[src/rtl/regbank_pkg.sv]
// Shared constants and helpers for the regbank register file.
// The shadow-bank option is selected with REGBANK_SHADOW_EN in the users of this package.
package regbank_pkg;

  localparam int REGBANK_DATAW_DEFAULT = 32;
  localparam int REGBANK_NREGS_DEFAULT = 8;

  // Byte-enable merge: take the new byte when enabled, otherwise keep the old one.
  function automatic logic [7:0] be_merge_byte(input logic [7:0] old_b,
                                               input logic [7:0] new_b,
                                               input logic       en);
    return en ? new_b : old_b;
  endfunction

  function automatic logic addr_in_range(input logic [31:0] addr,
                                         input int unsigned nregs);
    return addr < 32'(nregs);
  endfunction

endpackage

[src/rtl/regbank_cell.sv]
// One DATAW-wide register with byte-enabled write. With REGBANK_SHADOW_EN defined,
// writes land in a shadow stage that is copied to the active stage on i_commit.
module regbank_cell
  import regbank_pkg::*;
#(
  parameter int DATAW = REGBANK_DATAW_DEFAULT
) (
  input  logic               i_clk,
  input  logic               i_rst,
  input  logic               i_we,
  input  logic [DATAW/8-1:0] i_be,
  input  logic [DATAW-1:0]   i_wdata,
`ifdef REGBANK_SHADOW_EN
  input  logic               i_commit,
`endif
  output logic [DATAW-1:0]   o_active,
  output logic [DATAW-1:0]   o_rd
);

  localparam int NB = DATAW / 8;

  logic [DATAW-1:0] active_q, active_d;
  logic [DATAW-1:0] wr_base, wr_merged;

`ifdef REGBANK_SHADOW_EN
  logic [DATAW-1:0] shadow_q, shadow_d;
  assign wr_base = shadow_q;
`else
  assign wr_base = active_q;
`endif

  for (genvar b = 0; b < NB; b++) begin : g_byte
    assign wr_merged[b*8 +: 8] = be_merge_byte(wr_base[b*8 +: 8], i_wdata[b*8 +: 8], i_be[b]);
  end

`ifdef REGBANK_SHADOW_EN
  // Commit copies the post-write shadow value, so a same-cycle write is included.
  always_comb begin
    shadow_d = shadow_q;
    active_d = active_q;
    if (i_we)     shadow_d = wr_merged;
    if (i_commit) active_d = shadow_d;
  end

  always_ff @(posedge i_clk) begin
    if (i_rst) begin
      shadow_q <= '0;
      active_q <= '0;
    end else begin
      shadow_q <= shadow_d;
      active_q <= active_d;
    end
  end

  assign o_rd = shadow_q;
`else
  always_comb begin
    active_d = active_q;
    if (i_we) active_d = wr_merged;
  end

  always_ff @(posedge i_clk) begin
    if (i_rst) active_q <= '0;
    else       active_q <= active_d;
  end

  assign o_rd = active_q;
`endif

  assign o_active = active_q;

endmodule

[src/rtl/regbank.sv]
// Byte-enabled register bank with single-cycle acknowledged accesses.
// Define REGBANK_SHADOW_EN to add a shadow bank and the i_commit transfer strobe.
module regbank
  import regbank_pkg::*;
#(
  parameter int DATAW = REGBANK_DATAW_DEFAULT,
  parameter int NREGS = REGBANK_NREGS_DEFAULT,
  parameter int ADDRW = 8
) (
  input  logic                   i_clk,
  input  logic                   i_rst,
  input  logic                   i_req,
  input  logic                   i_we,
  input  logic [ADDRW-1:0]       i_addr,
  input  logic [DATAW-1:0]       i_wdata,
  input  logic [DATAW/8-1:0]     i_be,
`ifdef REGBANK_SHADOW_EN
  input  logic                   i_commit,
`endif
  output logic                   o_ack,
  output logic                   o_err,
  output logic [DATAW-1:0]       o_rdata,
  output logic [NREGS*DATAW-1:0] o_regs
);

  logic [NREGS-1:0][DATAW-1:0] active;
  logic [NREGS-1:0][DATAW-1:0] rd;
  logic [NREGS-1:0]            we;
  logic [DATAW-1:0]            rd_sel;
  logic                        in_range;

  logic             ack_q, ack_d;
  logic             err_q, err_d;
  logic [DATAW-1:0] rdata_q, rdata_d;

  assign in_range = addr_in_range(32'(i_addr), NREGS);

  for (genvar k = 0; k < NREGS; k++) begin : g_cell
    assign we[k] = i_req & i_we & (i_addr == ADDRW'(k));

    regbank_cell #(.DATAW(DATAW)) u_cell (
      .i_clk    (i_clk),
      .i_rst    (i_rst),
      .i_we     (we[k]),
      .i_be     (i_be),
      .i_wdata  (i_wdata),
`ifdef REGBANK_SHADOW_EN
      .i_commit (i_commit),
`endif
      .o_active (active[k]),
      .o_rd     (rd[k])
    );

    assign o_regs[k*DATAW +: DATAW] = active[k];
  end

  always_comb begin
    rd_sel = '0;
    for (int k = 0; k < NREGS; k++)
      if (i_addr == ADDRW'(k)) rd_sel = rd[k];
  end

  always_comb begin
    ack_d   = i_req;
    err_d   = i_req & ~in_range;
    rdata_d = '0;
    if (i_req && !i_we && in_range) rdata_d = rd_sel;
  end

  always_ff @(posedge i_clk) begin
    if (i_rst) begin
      ack_q   <= 1'b0;
      err_q   <= 1'b0;
      rdata_q <= '0;
    end else begin
      ack_q   <= ack_d;
      err_q   <= err_d;
      rdata_q <= rdata_d;
    end
  end

  // A reset arriving in the ack cycle swallows the pending response.
  assign o_ack   = ack_q & ~i_rst;
  assign o_err   = err_q & ~i_rst;
  assign o_rdata = i_rst ? '0 : rdata_q;

endmodule

[config.mk]
export PLATFORM = sky130hd
export DESIGN_NAME = regbank
export DESIGN_NICKNAME = d
export VERILOG_FILES = /design/src/rtl/regbank_pkg.sv /design/src/rtl/regbank_cell.sv /design/src/rtl/regbank.sv
export SDC_FILE = /design/constraint.sdc
export NUM_CORES = 1
export LEC_CHECK = 0
export ABC_CLOCK_PERIOD_IN_PS = 2100
export CAP_MARGIN = 20
export CORE_MARGIN = 5
export CORE_UTILIZATION = 49
export DETAILED_ROUTE_END_ITERATION = 6
export PLACE_DENSITY = 0.86
export RECOVER_POWER = 50
export REMOVE_ABC_BUFFERS = 1
export SETUP_SLACK_MARGIN = 0.3
export SLEW_MARGIN = 20
export SYNTH_ARGS = -nofsm -noshare
export SYNTH_HDL_FRONTEND = slang
export SYNTH_SLANG_ARGS = --single-unit
[constraint.sdc]
create_clock -name i_clk -period 2.1 [get_ports i_clk]
set_input_delay 0.315 -clock i_clk [delete_from_list [all_inputs] [get_ports i_clk]]
set_output_delay 0.315 -clock i_clk [all_outputs]
set_load 0.01 [all_outputs]
==> metrics <==
Slew headroom=40.2%; #FFs+latches synth=290; clk root buf=clkbuf_16; Die Area=31100 sq um; CTS tree=done; outcome=completed; hpwl dp=29800 microns; Least-Margin Pin Slew=approximately 0.9 ns; HP Start=i_rst; peak supply drop=between 0.4 and 0.5 mV; count of final hold-check violations=0; LEAKAGE=9.11 nW; PD cells=631 nW/um^2; core footprint=approximately 27000 sq um; final setup TNS=0 ns; Mapped Avg Cell Area=11.1 sq um; Total Wirelength=roughly 43000 microns; DR vias=10800; area of the mapped netlist=13600 sq um; CTS Buf Count=31; flop2flop setup slack=just under 0.7 ns; CTS clock-pin slew for the worst setup and hold paths=0.06 ns; path type of the worst setup path=in2reg; Critical Path End Type=flop; Max Cap Violations=0; DRT iter0 DRCs=734; Critical Path RT=2.57 ns; worst skew pair latency=0.55 ns; unrepaired setup endpoints after global routing=false; CP arrival=2.36 ns; Worst R2R Start=g_cell[7].u_cell.o_active[1]; Max Clk Rate=0.527 GHz; # IOs=around 340; DRT Pass-1 Iters=5; first-pass GRT wire length=66200 microns; hold worst-path end=g_cell[3].u_cell.o_active[25]; Starting Density=roughly half; DR WL/cell=22.2 microns; sequential area share after synthesis=42.8%; layout cells sized above 1=12.4%; row count=60; crit start category=primary input; GPL Wtd Cong=about 0.86; number of global-route vias before repair=roughly 11000; count of cell types in the netlist=33; vias per inst=roughly 5.5; maximum root-to-sink buffer count=3; Max Transition Viols Final=0; Tot Pwr=0.0116 W; initial antenna violation count=2; H-tree levels=1; grt total ovfl=0; hold slack=0.347 ns; Final nets=1602; Syn Inst Count=1225; skew final=between 0.006 and 0.007 ns; largest net degree at the start of global routing=52; Port Buf Inserts=337; post-route clock period utilization=90.3%; Layout area overhead=35.5%; Die Y=approximately 180 microns; # setup viols final=0; worst hold path type=in2reg; hold buffer count at CTS=0; die width=176 microns; CP max FO=8; Num Clock Sinks=290; YS warnings=0; DR DRC count=0; Final ANT Viol Nets=0; Overall Global Routing Usage=26.7%; hold path depth=3; Reg-to-Reg End=rdata_q[1]; final period demand of the worst path=1.90 ns; FF-to-FF path depth=3
power by group:
group	switching (W)	internal (W)
Sequential	0.00000248	0.00551
Clock	0.00216	0.00316
Combinational	0.000408	0.000344
how the worst max path moves through the flow:
stage | from | to | slack [ns] | depth (start not counted)
after detailed placement | i_addr[7] | rdata_q[8] | -0.11 | 4
after global routing | i_addr[3] | g_cell[7].u_cell.o_active[24] | 0.18 | 6
after floorplan | i_addr[6] | g_cell[3].u_cell.o_active[16] | -3.30 | 3
after CTS | rdata_q[10] | o_rdata[10] | 0.11 | 2
after global placement | i_addr[7] | rdata_q[1] | -0.06 | 4
final | i_req | g_cell[7].u_cell.o_active[24] | 0.20 | 6
stage by stage:
stage / instance area [sq um] / setup slack (ns) / util, % / cells
6_report: 18400 / 0.204 / 67.8 / 1948
5_1_grt: 18400 / 0.181 / 67.8 / 1948
4_1_cts: 18600 / 0.107 / 68.6 / 1947
3_5_place_dp: 17900 / -0.114 / 65.9 / 1893
3_3_place_gp: 17900 / -0.0587 / 65.9 / 1893
2_1_floorplan: 13000 / -3.30 / - / 1105
worst max-delay path: stages:
cell	delay, ns
dlygate4sd3_1	0.66
and3_1	0.22
buf_12	0.14
nand3_1	0.07
clkbuf_1	0.66
mux2i_1	0.28
sequential cells by signal, summed over array words and instances (netlist names):
signal and count:
ack_q 1, err_q 1, g_cell.u_cell.o_active 256, rdata_q 32
synth_stat cells:
master / instances / share of area (%)
buf_1: 17 / 0.47
nor2b_1: 36 / 1.7
o22ai_1: 26 / 1.2
nand3_2: 6 / 0.44
buf_6: 5 / 0.42
or2_1: 1 / 0.046
o221a_2: 25 / 2.1
or4_1: 1 / 0.055
o221a_1: 27 / 2.2
and2_1: 1 / 0.046
mux2i_1: 314 / 23
mux2_1: 18 / 1.5
nor4_2: 1 / 0.092
mux2_2: 8 / 0.66
buf_4: 10 / 0.55
nor4_4: 1 / 0.16
nor4b_4: 1 / 0.18
and4_1: 4 / 0.26
nand2_1: 1 / 0.028
and4b_1: 1 / 0.074
nand3_4: 10 / 1.3
nand2b_1: 291 / 13
nor4bb_1: 2 / 0.15
clkbuf_1: 70 / 1.9
nand4_4: 10 / 1.6
nand4_2: 2 / 0.18
dfxtp_1: 290 / 43
buf_2: 18 / 0.66
or4_4: 1 / 0.083
inv_1: 1 / 0.028
and3_1: 4 / 0.18
nor2_1: 10 / 0.28
mux4_2: 12 / 2.0
cells by family (layout without fill, tap and decap cells):
logic type	count (synthesis)	count (layout)	share of synthesized area [%]
buffers and inverters	121	471	4.07
muxes	352	352	27.3
AOI/OAI and AO/OA	78	78	5.52
other	0	1	0
and+or+nand+nor	384	384	20.2
DFF	290	290	42.8
cell type report:
type | count | area (sq um)
timing repair buffer | 416 | 3960
clock inverter | 6 | 83.8
fill | 2121 | 8730
sequential | 290 | 5810
clock buffer | 48 | 900
multi-input combinational | 814 | 7140
antenna | 1 | 2.50
inverter | 1 | 3.75
tap | 372 | 465
placed cells by master, fill, tap and decap left out, drive strengths merged, types with 2 or more instances in the layout:
cell	n
nor2	10
clkdlybuf4s25	63
dfxtp	290
and4	4
mux2	26
nand2b	291
dlygate4sd2	203
mux4	12
nor2b	36
nand3	16
nor4bb	2
or4	2
clkdlybuf4s50	58
o221a	52
nand4	12
o22ai	26
clkinv	4
buf	73
mux2i	314
and3	4
bufinv	2
clkbuf	64
nor4	2
dlymetal6s2s	2
routing by layer:
metal  up-vias  track usage (%)  part of all wire, %
met5         -                0                0.025
met2       435             46.1                   49
met3        97             6.02                  7.3
li1       4947                -                    -
met4         2             8.41                  3.0
met1      5319             33.3                   41
what timing repair did:
action	CTS	global route
endpoints found under the setup margin	205	71
resized for setup	207	72
buffers inserted	0	0
(Power assumes the default switching activity.)
